`config.mk`:
```
export PLATFORM = sky130hd
export DESIGN_NAME = am_best_move_reader
export DESIGN_NICKNAME = d
export VERILOG_FILES = /design/src/rtl/am_best_move_reader.sv
export SDC_FILE = /design/constraint.sdc
export NUM_CORES = 1
export LEC_CHECK = 0
export ABC_CLOCK_PERIOD_IN_PS = 2690
export BUFFER_PORTS_ARGS = -buffer_cell sky130_fd_sc_hd__buf_2
export CORE_MARGIN = 5
export CORE_UTILIZATION = 48
export DETAILED_ROUTE_END_ITERATION = 7
export GPL_TIMING_DRIVEN = 1
export PLACE_DENSITY = 0.88
export SETUP_SLACK_MARGIN = 0.3
export SLEW_MARGIN = 25
export SYNTH_ARGS = -nofsm -noshare
export SYNTH_HDL_FRONTEND = slang
export SYNTH_SLANG_ARGS = --single-unit
```
`constraint.sdc`:
```
create_clock -name clk -period 2.69 [get_ports clk]
set_clock_uncertainty 0.05 [all_clocks]
set_input_delay 0.269 -clock clk [delete_from_list [all_inputs] [get_ports clk]]
set_output_delay 0.269 -clock clk [all_outputs]
set_load 0.01 [all_outputs]
```
`src/rtl/am_best_move_reader.sv`:
```
// Depth-1 best-move picker: walks the all_moves list with RAM wait states and keeps the best score.
// Optional feature: AM_READER_TIEBREAK_EN (random_bit breaks equal-score ties).
module am_best_move_reader #(
    parameter int MAX_POSITIONS_LOG2 = 7,
    parameter int EVAL_WIDTH         = 24,
    parameter int UCI_WIDTH          = 16,
    parameter int READ_LATENCY       = 2
) (
    input  logic                                 clk,
    input  logic                                 reset,
    input  logic                                 start,
    input  logic                                 white_to_move_in,
    input  logic                                 am_moves_ready,
    input  logic        [MAX_POSITIONS_LOG2-1:0] am_move_count,
    input  logic signed [EVAL_WIDTH-1:0]         eval_out,
    input  logic        [UCI_WIDTH-1:0]          uci_out,
    input  logic                                 thrice_rep_out,
    input  logic                                 random_bit,
    output logic        [MAX_POSITIONS_LOG2-1:0] am_move_index,
    output logic                                 am_clear_moves,
    output logic                                 busy,
    output logic                                 done,
    output logic                                 no_moves,
    output logic        [MAX_POSITIONS_LOG2-1:0] best_index,
    output logic        [UCI_WIDTH-1:0]          best_uci,
    output logic signed [EVAL_WIDTH-1:0]         best_eval
);
    localparam int MPL2 = MAX_POSITIONS_LOG2;
    localparam int EW   = EVAL_WIDTH;

    typedef enum logic [2:0] {IDLE, WAIT_READY, WAIT_RD, SAMPLE, CLEAR, DONE} state_t;

    state_t            state;
    logic              wtm;
    logic [MPL2-1:0]   count;
    logic [2:0]        wcnt;
    logic signed [EW-1:0] score;
    logic [MPL2:0]     next_idx;
    logic              tie;
    logic              take;

    always_comb begin
        score    = thrice_rep_out ? '0 : eval_out;
        next_idx = {1'b0, am_move_index} + (MPL2+1)'(1);
`ifdef AM_READER_TIEBREAK_EN
        tie      = (score == best_eval) && random_bit;
`else
        // random_bit is referenced only to keep it from dangling; ties keep the earlier move
        tie      = (score == best_eval) & random_bit & 1'b0;
`endif
        take     = (am_move_index == '0) || tie ||
                   (wtm ? (score > best_eval) : (score < best_eval));
    end

    always_ff @(posedge clk or posedge reset) begin
        if (reset) begin
            state          <= IDLE;
            wtm            <= 1'b0;
            count          <= '0;
            wcnt           <= '0;
            am_move_index  <= '0;
            am_clear_moves <= 1'b0;
            busy           <= 1'b0;
            done           <= 1'b0;
            no_moves       <= 1'b0;
            best_index     <= '0;
            best_uci       <= '0;
            best_eval      <= '0;
        end else begin
            case (state)
                IDLE: begin
                    done <= 1'b0;
                    if (start) begin
                        state         <= WAIT_READY;
                        busy          <= 1'b1;
                        wtm           <= white_to_move_in;
                        best_index    <= '0;
                        best_uci      <= '0;
                        best_eval     <= '0;
                        no_moves      <= 1'b0;
                        am_move_index <= '0;
                    end
                end
                WAIT_READY: begin
                    if (am_moves_ready) begin
                        count <= am_move_count;
                        if (am_move_count == '0) begin
                            no_moves       <= 1'b1;
                            am_clear_moves <= 1'b1;
                            state          <= CLEAR;
                        end else begin
                            am_move_index <= '0;
                            wcnt          <= '0;
                            state         <= WAIT_RD;
                        end
                    end
                end
                WAIT_RD: begin
                    if (wcnt == 3'(READ_LATENCY - 1)) state <= SAMPLE;
                    else                              wcnt  <= wcnt + 3'd1;
                end
                SAMPLE: begin
                    if (take) begin
                        best_index <= am_move_index;
                        best_uci   <= uci_out;
                        best_eval  <= score;
                    end
                    // widened compare so a full-range count never wraps
                    if (next_idx < {1'b0, count}) begin
                        am_move_index <= next_idx[MPL2-1:0];
                        wcnt          <= '0;
                        state         <= WAIT_RD;
                    end else begin
                        am_clear_moves <= 1'b1;
                        state          <= CLEAR;
                    end
                end
                CLEAR: begin
                    am_clear_moves <= 1'b0;
                    done           <= 1'b1;
                    busy           <= 1'b0;
                    state          <= DONE;
                end
                DONE: begin
                    done  <= 1'b0;
                    state <= IDLE;
                end
                default: state <= IDLE;
            endcase
        end
    end
endmodule

```
==> results of run 1 <==
-- cell usage in the layout (no fill, tap or decap), types with 3 or more instances in the layout --
| cell type | n |
|---|---|
| clkbuf_8 | 12 |
| mux2i_1 | 46 |
| nand2b_1 | 3 |
| o21ai_2 | 4 |
| dfrtp_2 | 4 |
| nor2b_2 | 4 |
| nor2b_1 | 18 |
| a22o_1 | 5 |
| ha_1 | 18 |
| buf_12 | 6 |
| o21ai_1 | 3 |
| bufinv_16 | 3 |
| nand3_4 | 3 |
| nand4_1 | 6 |
| a21oi_1 | 11 |
| nor3_1 | 4 |
| dfrtp_1 | 68 |
| inv_1 | 48 |
| o21ai_0 | 12 |
| buf_4 | 60 |
| nand2_1 | 73 |
| a21oi_2 | 7 |
| o21a_1 | 3 |
| nor2b_4 | 5 |
| nor2_1 | 8 |
| inv_2 | 12 |
| buf_2 | 110 |
| buf_6 | 8 |
| ha_4 | 16 |
-- layout make-up --
class / count / area [um^2] / share of cell area (%)
clock buffer: 12 / 165.2 / 2.639
clock inverter: 4 / 98.84 / 1.579
inverter: 60 / 225.2 / 3.599
timing repair buffer: 187 / 1279 / 20.43
sequential: 72 / 1807 / 28.87
multi-input combinational: 297 / 2549 / 40.72
tap: 108 / 135.1 / 2.159
-- flip-flops by register name, indices dropped and copies added, names as in the netlist --
name	cells
am_clear_moves	1
am_move_index	7
best_eval	24
best_index	7
best_uci	16
busy	1
count	7
done	1
no_moves	1
state	3
wcnt	3
wtm	1
-- critical path, cell delays in order (launching register included) --
cell	delay, ns
dfrtp_1	0.40
inv_1	0.13
ha_4	0.23
buf_4	0.14
nand2_1	0.07
o21ai_1	0.08
a211o_1	0.29
or3_1	0.36
and3b_2	0.24
o41ai_4	0.42
buf_6	0.22
buf_6	0.15
mux2i_1	0.21
-- synth_stat cells, types with 2 or more instances --
master    number  area [um^2]
buf_12         3        60.06
a21boi_0       2        15.01
nand4_1        6        37.54
a21oi_1       19        95.09
nand3_1        6        30.03
dfrtp_1       72         1802
o21a_1         3        22.52
nor2_1        10        37.54
or2_2          2        12.51
nand2b_1       3        18.77
ha_1          34        425.4
a21o_1         3        22.52
nor2b_1       27        168.9
o31ai_1        3        22.52
a221o_1        2        20.02
a22o_1         5        43.79
o21ai_1        2        10.01
xor2_1         2        17.52
and2_1         2        12.51
nor3_1         4        20.02
inv_1         60        225.2
nand2_1       73        274.0
xnor2_1        3        26.28
clkbuf_1      12        45.04
mux2_2         3        33.78
nor4_1         2        12.51
o21ai_0       18        90.09
mux2i_1       47        470.5
-- power by group --
group	internal, mW	switching, mW	total [mW]
sequential	1.44	0.288	1.73
combinational	2.09	2.01	4.10
clock	0.694	0.435	1.13
total	4.23	2.74	6.96
-- path summary, 6_finish.rpt --
kind	startpoint	end	depth (start not counted)
max	best_eval[23]	best_eval[12]	12
min	reset	best_uci[9]	2
max reg2reg	best_eval[23]	best_eval[12]	12
min reg2reg	best_uci[10]	best_uci[10]	2
max in group asynchronous	reset	am_move_index[4]	3
min in group clk	am_move_count[3]	count[3]	3
-- layer usage --
layer	up-vias	global-route usage (%)	share of wire, %	wire length [um]
met5	-	0	0	0
met4	0	8.973	2.9	382
met3	38	4.407	5.5	718
met2	164	39.57	51	6664
met1	1899	28.17	40	5220
li1	1848	-	-	-
-- cells by family after synthesis --
| kind of cell | after synthesis |
|---|---|
| compound gates | 66 |
| fa+ha+maj | 34 |
| mux | 51 |
| buf+inv | 77 |
| flops | 72 |
| xor+xnor | 5 |
| simple gates | 141 |
-- what timing repair did --
| item | in CTS | in global routing |
|---|---|---|
| gates resized for setup | 47 | 27 |
| endpoints found under the setup margin | 60 | 60 |
| pin swaps | 24 | 14 |
| buffers inserted | 16 | 11 |
| cloned | 1 | 1 |
-- stage by stage --
stage / cells / power [mW] / setup TNS (ns) / hold WS [ns]
floorplan: 446 / 3.746 / -7.033 / 0.3308
global placement: 695 / 4.706 / -19.90 / 0.3833
detailed placement: 695 / 4.881 / -25.14 / 0.3974
CTS: 728 / 6.567 / -11.42 / 0.01997
global route: 740 / 7.380 / -20.95 / 0.06548
finish: 740 / 6.965 / -14.70 / -0.001569
==> metrics, run 1 <==
Post-synth EDFFs=0; Area growth syn-to-layout=47.29%; final worst path period share=113.3%; initial core utilization=between 40% and 50%; DRT Wirelength=approximately 13000 um; initial antenna violation count=0; # setup viols final=55; TritonCTS clock tree=done; share of cells above drive strength 1=between 40% and 50%; Placed Area=between 0.005 and 0.006 mm^2; Detailed Place HPWL=between 8000 and 9000 um; Worst-Margin Slew=0.7606 ns; Leak=3.229 nW; Die Ht=104.1 um; first drt pass iteration count=4; H-Tree Depth=3; 1st-iter DRT viols=165; synth unique cells=46; Port-buffer cells=110; Max Fclk=roughly 330 MHz; critical path fanouts, max=6; Post-Place Worst Slack=-0.5956 ns; Core Util, Final=between 70% and 80%; top_reg_cell synth=dfrtp_1; Setup CP Type=reg2reg; via count=a little under 4k; Post-synth ARST share=100.0%; DR vias/cell=around 5.3; fraction of the mapped netlist area in adder cells=between 10 and 15%; Mapped Nets=534; routability cong.=0.8878; Synth Area in Simple Gates=15.84%; post-synthesis sequential area ratio=42.40%; Pwr Density=1113 mW/mm^2; clock root cell=clkbuf_8; synthesized cell area=0.004249 mm^2; RSZ-0062 raised after global routing=yes; FF+latch count, synth=72; clock latency at the later pin of the worst-skew pair=between 0.3 and 0.4 ns; max-cap violations=0; Routed Antenna Nets=0; remaining global-route overflow=0; Max Slew Vio Count=0; final hold vios=2; Synth Area in Compound Gates=10.37%; failing checks=negative hold slack, negative setup slack; worst min-delay path category=in2async; worst hold slack=-0.001569 ns; status=finished with violations; min cycle time layout=3.047 ns; clock sink count=72; gr usage total=22.93%; Critical Path RT=2.91 ns; Final #Nets=715; Clock transition at path regs=approximately 0.080 ns; main combinational cell family by area after synthesis=simple AND/OR/NAND/NOR gates; CTS Hold Bufs=0; average size of a mapped cell=9.527 um^2; Syn. warnings=0; Setup WS post-layout=-0.3575 ns; Clock Tree Buf Depth=2; routed len/inst=17.55 um; Die X=~100 um; synthesized instance count=446; R2R Setup Slk=-0.36 ns; Setup crit end kind=flip-flop; Slew headroom=49.22%; Max VDD drop=between 0.5 and 0.6 mV; final design area excluding fillers=approximately 0.0063 mm^2; die area=0.01083 mm^2; mux share of post-synthesis cell area=between 10% and 20%; core box area=a little under 0.009 mm^2; CP startpoint kind=flip-flop; Rows=34; largest net degree at the start of global routing=40; # DRC=0; first-pass GRT wire length=20530 um; # fillers=between 600 and 700; vias in the first global route=4202; Worst Path Arrival=3.27 ns; Post-Synth XOR/XNOR Area=1.031%; io pins=between 100 and 150; n_diodes=0; Num CTS Buffers=9
No activity file was read; power rests on OpenSTA's default activity.
==> run 2, diff against run 1 <==
--- a/config.mk
+++ b/config.mk
@@ -7,11 +7,12 @@
 export LEC_CHECK = 0
 export ABC_CLOCK_PERIOD_IN_PS = 2690
 export BUFFER_PORTS_ARGS = -buffer_cell sky130_fd_sc_hd__buf_2
-export CORE_MARGIN = 5
-export CORE_UTILIZATION = 48
+export CELL_PAD_IN_SITES_DETAIL_PLACEMENT = 1
+export CELL_PAD_IN_SITES_GLOBAL_PLACEMENT = 1
+export CORE_UTILIZATION = 36
 export DETAILED_ROUTE_END_ITERATION = 7
 export GPL_TIMING_DRIVEN = 1
-export PLACE_DENSITY = 0.88
+export PLACE_DENSITY = 0.87
 export SETUP_SLACK_MARGIN = 0.3
 export SLEW_MARGIN = 25
 export SYNTH_ARGS = -nofsm -noshare
==> run 2 against run 1 <==
Against the previous run:
- the run ends with negative setup slack left
- die area rose by 13%
- cell area is 0.94% higher
- cell count rose by 4.2%
- critical path type unchanged
==> metrics, run 2 (synthesis results as in run 1) <==
R2R Setup Slk=-0.41 ns (-0.05 ns); n_diodes=0 (unchanged); Crit path largest cell delay=0.40 ns (-0.02 ns); DR vias/cell=5.093 (-4.6%); CTS Hold Bufs=0 (unchanged); failing checks=negative setup slack; Max VDD drop=0.5339 mV (-4.8%); min cycle time layout=3.098 ns (+0.05062 ns); vias in the first global route=4325 (+2.9%); Seq pwr share=24.1% (-0.8 points); largest net degree at the start of global routing=47 (+18%); Worst-Margin Slew=0.8138 ns (+0.05316 ns); max reg flops=24 (unchanged); Worst Path Arrival=3.30 ns (+0.03 ns); Die X=110.6 um (+6.3%); clock latency at the later pin of the worst-skew pair=0.34 ns (-0.02 ns); Rows=39 (+15%); largest delay contributor family on the critical path=simple AND/OR/NAND/NOR gates; Setup CP Type=reg2reg; Slew headroom=45.67% (-3.5 points); 1st-iter DRT viols=131 (-21%); Net Sw Frac=40.13% (+0.81 points); Setup TNS Final=-16.80 ns (-2.099 ns); # setup viols final=47 (-15%); Pwr Density=1127 mW/mm^2 (+1.3%); gr usage total=22.94% (about the same); reg2reg end=best_uci[7]; Max Fclk=322.8 MHz (-1.6%); Critical Path Stages=12 (unchanged); # fillers=1278 (+110%); remaining global-route overflow=0 (unchanged); initial core utilization=37.05% (-12 points); Die Ht=110.6 um (+6.3%); status=finished with violations; Port-buffer cells=110 (unchanged); Setup WS post-layout=-0.4081 ns (-0.05062 ns); routed len/inst=18.21 um (+3.8%); non-filler cells, final=771 (+4.2%); Clock transition at path regs=0.06 ns (-0.02 ns); worst reg-to-reg path cell count=12 (unchanged); die area=0.01224 mm^2 (+13%); clock root cell=clkbuf_16; routability cong.=0.7961 (-10%); RSZ-0062 raised after global routing=yes; most frequent cells in the layout=buf_2, nand2_1, dfrtp_1; Num CTS Buffers=9 (unchanged); Critical Path RT=2.89 ns (-0.02 ns); cell-internal power=4.262 mW (+0.86%); initial antenna violation count=0 (unchanged); CP cell instances=inv_1 -> ha_1 -> nand4_1 -> nor4_4 -> buf_4 -> o31a_1 -> o21ai_1 -> and3b_2 -> o41ai_4 -> buf_12 -> buf_12 -> mux2i_2; placed insts=732 (+5.3%); Final #Nets=711 (-0.56%); TritonCTS clock tree=done; largest registers=best_eval: 24 flops, best_uci: 16 flops; WP buf/inv=4 (unchanged); Critical Path Most Common Cell=buf_12; # DRC=0 (unchanged); commonest non-fill, non-tap cell in the layout=buf_2; critical path fanouts, max=7 (+1); cell at the slowest stage of the critical path=o41ai_4; final worst path period share=115.2% (+1.9 points); Max Slew Vio Count=0 (unchanged); DRT Wirelength=14040 um (+8.1%); reg2reg start=best_eval[18]; worst min-delay path category=in2async; io pins=112 (unchanged); max-cap violations=0 (unchanged); Largest Register=best_eval; Setup crit end kind=flip-flop; Detailed Place HPWL=9150 um (+12%); final hold vios=0 (-2); clock power share=17.8% (+1.6 points); via count=3927 (-0.56%); Psw=2.857 mW (+4.3%); first-pass GRT wire length=22180 um (+8.0%); core box area=0.01147 mm^2 (+32%); Area growth syn-to-layout=48.67%; share of total power in combinational logic=58.1% (-0.8 points); clock sink count=72 (unchanged); Clock Tree Buf Depth=2 (unchanged); Routed Antenna Nets=0 (unchanged); Leak=3.235 nW (+0.19%); first drt pass iteration count=5 (+1); CP startpoint kind=flip-flop; H-Tree Depth=3 (unchanged); share of cells above drive strength 1=45.54% (+0.60 points)
-- run 2: worst max-delay path by stage --
stage / from / to
after floorplan: thrice_rep_out / best_eval[0]
after detailed placement: thrice_rep_out / best_uci[14]
after global placement: thrice_rep_out / best_uci[9]
after CTS: best_eval[11] / best_uci[2]
final: best_eval[18] / best_uci[7]
after global routing: best_eval[18] / best_uci[7]
-- run 2: layout make-up --
class                           instances  area (um^2)  area share, %
Sequential cell                        72         1807          28.60
Multi-Input combinational cell        297         2570          40.68
Inverter                               60        225.2          3.565
Clock inverter                          4        52.55         0.8318
Timing Repair Buffer                  183         1227          19.43
Tap cell                              143        178.9          2.832
Clock buffer                           12        256.5          4.060
-- run 2: routing by layer --
layer | GRT usage [%] | vias to the layer above | routed length (um)
met5 | 0 | - | 0
met4 | 9.244 | 0 | 403
met3 | 4.995 | 33 | 591
met2 | 41.90 | 123 | 7583
met1 | 25.68 | 1920 | 5463
li1 | - | 1851 | -
-- run 2: worst reg2reg max path, stage by stage, from the launching register on --
cell	delay, ns
dfrtp_1	0.36
inv_1	0.07
ha_1	0.33
nand4_1	0.23
nor4_4	0.33
buf_4	0.16
o31a_1	0.17
o21ai_1	0.11
and3b_2	0.23
o41ai_4	0.40
buf_12	0.20
buf_12	0.15
mux2i_2	0.23
-- run 2: power by group through the flow --
stage | clock network (mW) | logic [mW] | registers [mW]
final | 1.26 | 4.14 | 1.72
after global routing | 1.32 | 4.46 | 1.76
after CTS | 1.28 | 3.81 | 1.71
after detailed placement | 0 | 3.25 | 1.72
after global placement | 0 | 3.06 | 1.69
after floorplan | 0 | 1.96 | 1.79
-- run 2: through the flow --
step / hold slack [ns] / cell area [um^2] / setup slack (ns) / power, mW / util [%]
after global placement: 0.3970 / 5456 / -0.4548 / 4.754 / 47.58
after CTS: 0.06055 / 6111 / -0.3024 / 6.798 / 53.29
after floorplan: 0.3308 / 4413 / -0.2262 / 3.746 / -
after detailed placement: 0.4222 / 5456 / -0.6337 / 4.976 / 47.58
final: 0.02673 / 6317 / -0.4081 / 7.119 / 55.09
after global routing: 0.09288 / 6317 / -0.5590 / 7.540 / 55.09
-- run 2: repair_timing --
item                                    4_1_cts  5_1_grt
pin swaps                                    17       11
gates cloned                                  1        1
endpoints found under the setup margin       60       60
resized for setup                            47       25
setup buffers                                15        6
==> run 3, diff against run 2 <==
--- a/config.mk
+++ b/config.mk
@@ -5,11 +5,12 @@
 export SDC_FILE = /design/constraint.sdc
 export NUM_CORES = 1
 export LEC_CHECK = 0
-export ABC_CLOCK_PERIOD_IN_PS = 2690
+export ABC_CLOCK_PERIOD_IN_PS = 2800
 export BUFFER_PORTS_ARGS = -buffer_cell sky130_fd_sc_hd__buf_2
 export CELL_PAD_IN_SITES_DETAIL_PLACEMENT = 1
 export CELL_PAD_IN_SITES_GLOBAL_PLACEMENT = 1
 export CORE_UTILIZATION = 36
+export CTS_CLUSTER_DIAMETER = 120
 export DETAILED_ROUTE_END_ITERATION = 7
 export GPL_TIMING_DRIVEN = 1
 export PLACE_DENSITY = 0.87
==> constraint.sdc (replaced) <==
create_clock -name clk -period 2.8 [get_ports clk]
set_clock_uncertainty 0.05 [all_clocks]
set_input_delay 0.28 -clock clk [delete_from_list [all_inputs] [get_ports clk]]
set_output_delay 0.28 -clock clk [all_outputs]
set_load 0.01 [all_outputs]
==> run 3 against run 2 <==
Against the previous run:
- the flow still finishes with violations (negative setup slack)
- global-route usage down 0.11 points
- sequential share of layout area is essentially flat
- combinational power shrank 1%
- flip-flop and latch count unchanged
- wire length increased by 4.0%
- non-clock buffer count stayed put
- clock power fell by 3%
- via count up 1.1%
- critical path type unchanged
- critical endpoint is now best_eval[7]
==> metrics, run 3 (synthesis results as in run 1) <==
clock root cell=clkbuf_16; # DRC=0 (unchanged); Leak=3.222 nW (-0.40%); Die X=110.6 um (unchanged); Pwr Density=1103 mW/mm^2 (-2.1%); Core Util, Final=55.10% (about the same); most frequent cells in the layout=buf_2, nand2_1, dfrtp_1; DRT Wirelength=14610 um (+4.0%); die area=0.01224 mm^2 (unchanged); Worst Path Arrival=3.35 ns (+0.05 ns); Max VDD drop=0.5173 mV (-3.1%); initial antenna violation count=0 (unchanged); CP cell instances=inv_2 -> ha_4 -> a21oi_2 -> o21a_1 -> o21ai_1 -> a211o_1 -> or3_4 -> and3b_2 -> o41ai_4 -> buf_4 -> buf_6 -> buf_12 -> mux2i_2; final worst path period share=112.5% (-2.7 points); Final #Nets=711 (unchanged); share of cells above drive strength 1=45.06% (-0.48 points); max-cap violations=0 (unchanged); Detailed Place HPWL=8856 um (-3.2%); RSZ-0062 raised after global routing=yes; Setup WS post-layout=-0.3492 ns (+0.05893 ns); Post-Place Worst Slack=-0.5882 ns (+0.04547 ns); non-filler cells, final=771 (unchanged); largest net degree at the start of global routing=47 (unchanged); Die Ht=110.6 um (unchanged); remaining global-route overflow=0 (unchanged); routability cong.=0.8251 (+3.6%); Max Fclk=317.5 MHz (-1.6%); Worst-Margin Slew=0.8026 ns (-0.01113 ns); largest registers=best_eval: 24 flops, best_uci: 16 flops; min cycle time layout=3.149 ns (+0.05107 ns); Clock Tree Buf Depth=2 (unchanged); clock latency at the later pin of the worst-skew pair=0.35 ns (about the same); cell at the slowest stage of the critical path=dfrtp_1; n_diodes=0 (unchanged); Setup crit end kind=flip-flop; commonest non-fill, non-tap cell in the layout=buf_2; first-pass GRT wire length=21920 um (-1.1%); routed len/inst=18.95 um (+4.0%); critical path fanouts, max=6 (-1); 1st-iter DRT viols=199 (+52%); Clock transition at path regs=0.06 ns (about the same); H-Tree Depth=3 (unchanged); vias in the first global route=4310 (-0.35%); max reg flops=24 (unchanged); Routed Antenna Nets=0 (unchanged); # setup viols final=47 (unchanged); worst min-delay path category=in2async; first drt pass iteration count=4 (-1); CP startpoint kind=flip-flop; failing checks=negative setup slack; via count=3971 (+1.1%); placed insts=723 (-1.2%); # fillers=1286 (+0.63%); CTS Hold Bufs=0 (unchanged); initial core utilization=37.05% (unchanged); Port-buffer cells=110 (unchanged); Setup CP Type=reg2reg; Rows=39 (unchanged); core box area=0.01147 mm^2 (unchanged); clock sink count=72 (unchanged); worst hold slack=0.03118 ns (+0.004442 ns); Largest Register=best_eval; Critical Path RT=3.01 ns (+0.12 ns); status=finished with violations; TritonCTS clock tree=done; gr usage total=22.83% (-0.11 points); io pins=112 (unchanged); worst reg-to-reg path cell count=13 (+1); DR vias/cell=5.150 (+1.1%); Crit path largest cell delay=0.40 ns (about the same); final hold vios=0 (unchanged); Slew headroom=46.41% (+0.74 points); Num CTS Buffers=9 (unchanged); Area growth syn-to-layout=48.70% (about the same); Max Slew Vio Count=0 (unchanged); total power draw=6.969 mW (-2.1%)
[run 3: area by class of cell]
cell class | count | area, um^2 | share of cell area (%)
Clock buffer | 12 | 256.5 | 4.059
Clock inverter | 4 | 52.55 | 0.8317
Inverter | 60 | 227.7 | 3.604
Multi-Input combinational cell | 297 | 2532 | 40.08
Sequential cell | 72 | 1807 | 28.59
Tap cell | 143 | 178.9 | 2.832
Timing Repair Buffer | 183 | 1264 | 20.00
[run 3: timing repair]
| action | 4_1_cts | 5_1_grt |
|---|---|---|
| resized for setup | 36 | 45 |
| pin swaps | 18 | 12 |
| cloned | 3 | 3 |
| setup buffers | 14 | 12 |
| setup endpoints to repair | 60 | 60 |
[run 3: per-layer routing]
metal | vias up | GRT usage, % | wire, um
li1 | 1839 | - | -
met1 | 1997 | 25.89 | 5771
met2 | 103 | 41.78 | 7998
met3 | 32 | 4.391 | 494
met4 | 0 | 9.156 | 346
met5 | - | 0 | 0
[run 3: where the power goes]
| part | leakage (nW) | internal, mW | switching (mW) | total, mW |
|---|---|---|---|---|
| sequential | 0.949 | 1.39 | 0.278 | 1.67 |
| clock | 0.153 | 0.741 | 0.478 | 1.22 |
| combinational | 2.12 | 2.03 | 2.05 | 4.08 |
| total | 3.22 | 4.16 | 2.81 | 6.97 |
[run 3: path summary, 6_finish.rpt]
path                                   from          endpoint  slack [ns]
setup / recovery              best_eval[13]      best_eval[7]       -0.35
hold / removal                        reset       best_uci[7]        0.03
setup reg to reg              best_eval[13]      best_eval[7]       -0.35
hold reg to reg                    no_moves          no_moves        0.47
max in group asynchronous             reset  am_move_index[0]        1.95
min in group clk           am_move_count[1]          count[1]        0.10
[run 3: per-stage QoR]
stage               setup TNS (ns)  area (um^2)
floorplan                   -2.765         4385
global placement            -19.39         5311
detailed placement          -23.27         5311
CTS                         -8.161         5949
global route                -18.17         6319
finish                      -13.38         6319
[run 3: critical path: cells and delay by family (launching register included)]
kind | cells | cell delay (ns)
fa+ha+maj | 1 | 0.20
compound gates | 5 | 1.01
mux | 1 | 0.22
buf+inv | 4 | 0.52
simple gates | 2 | 0.62
flops | 1 | 0.40
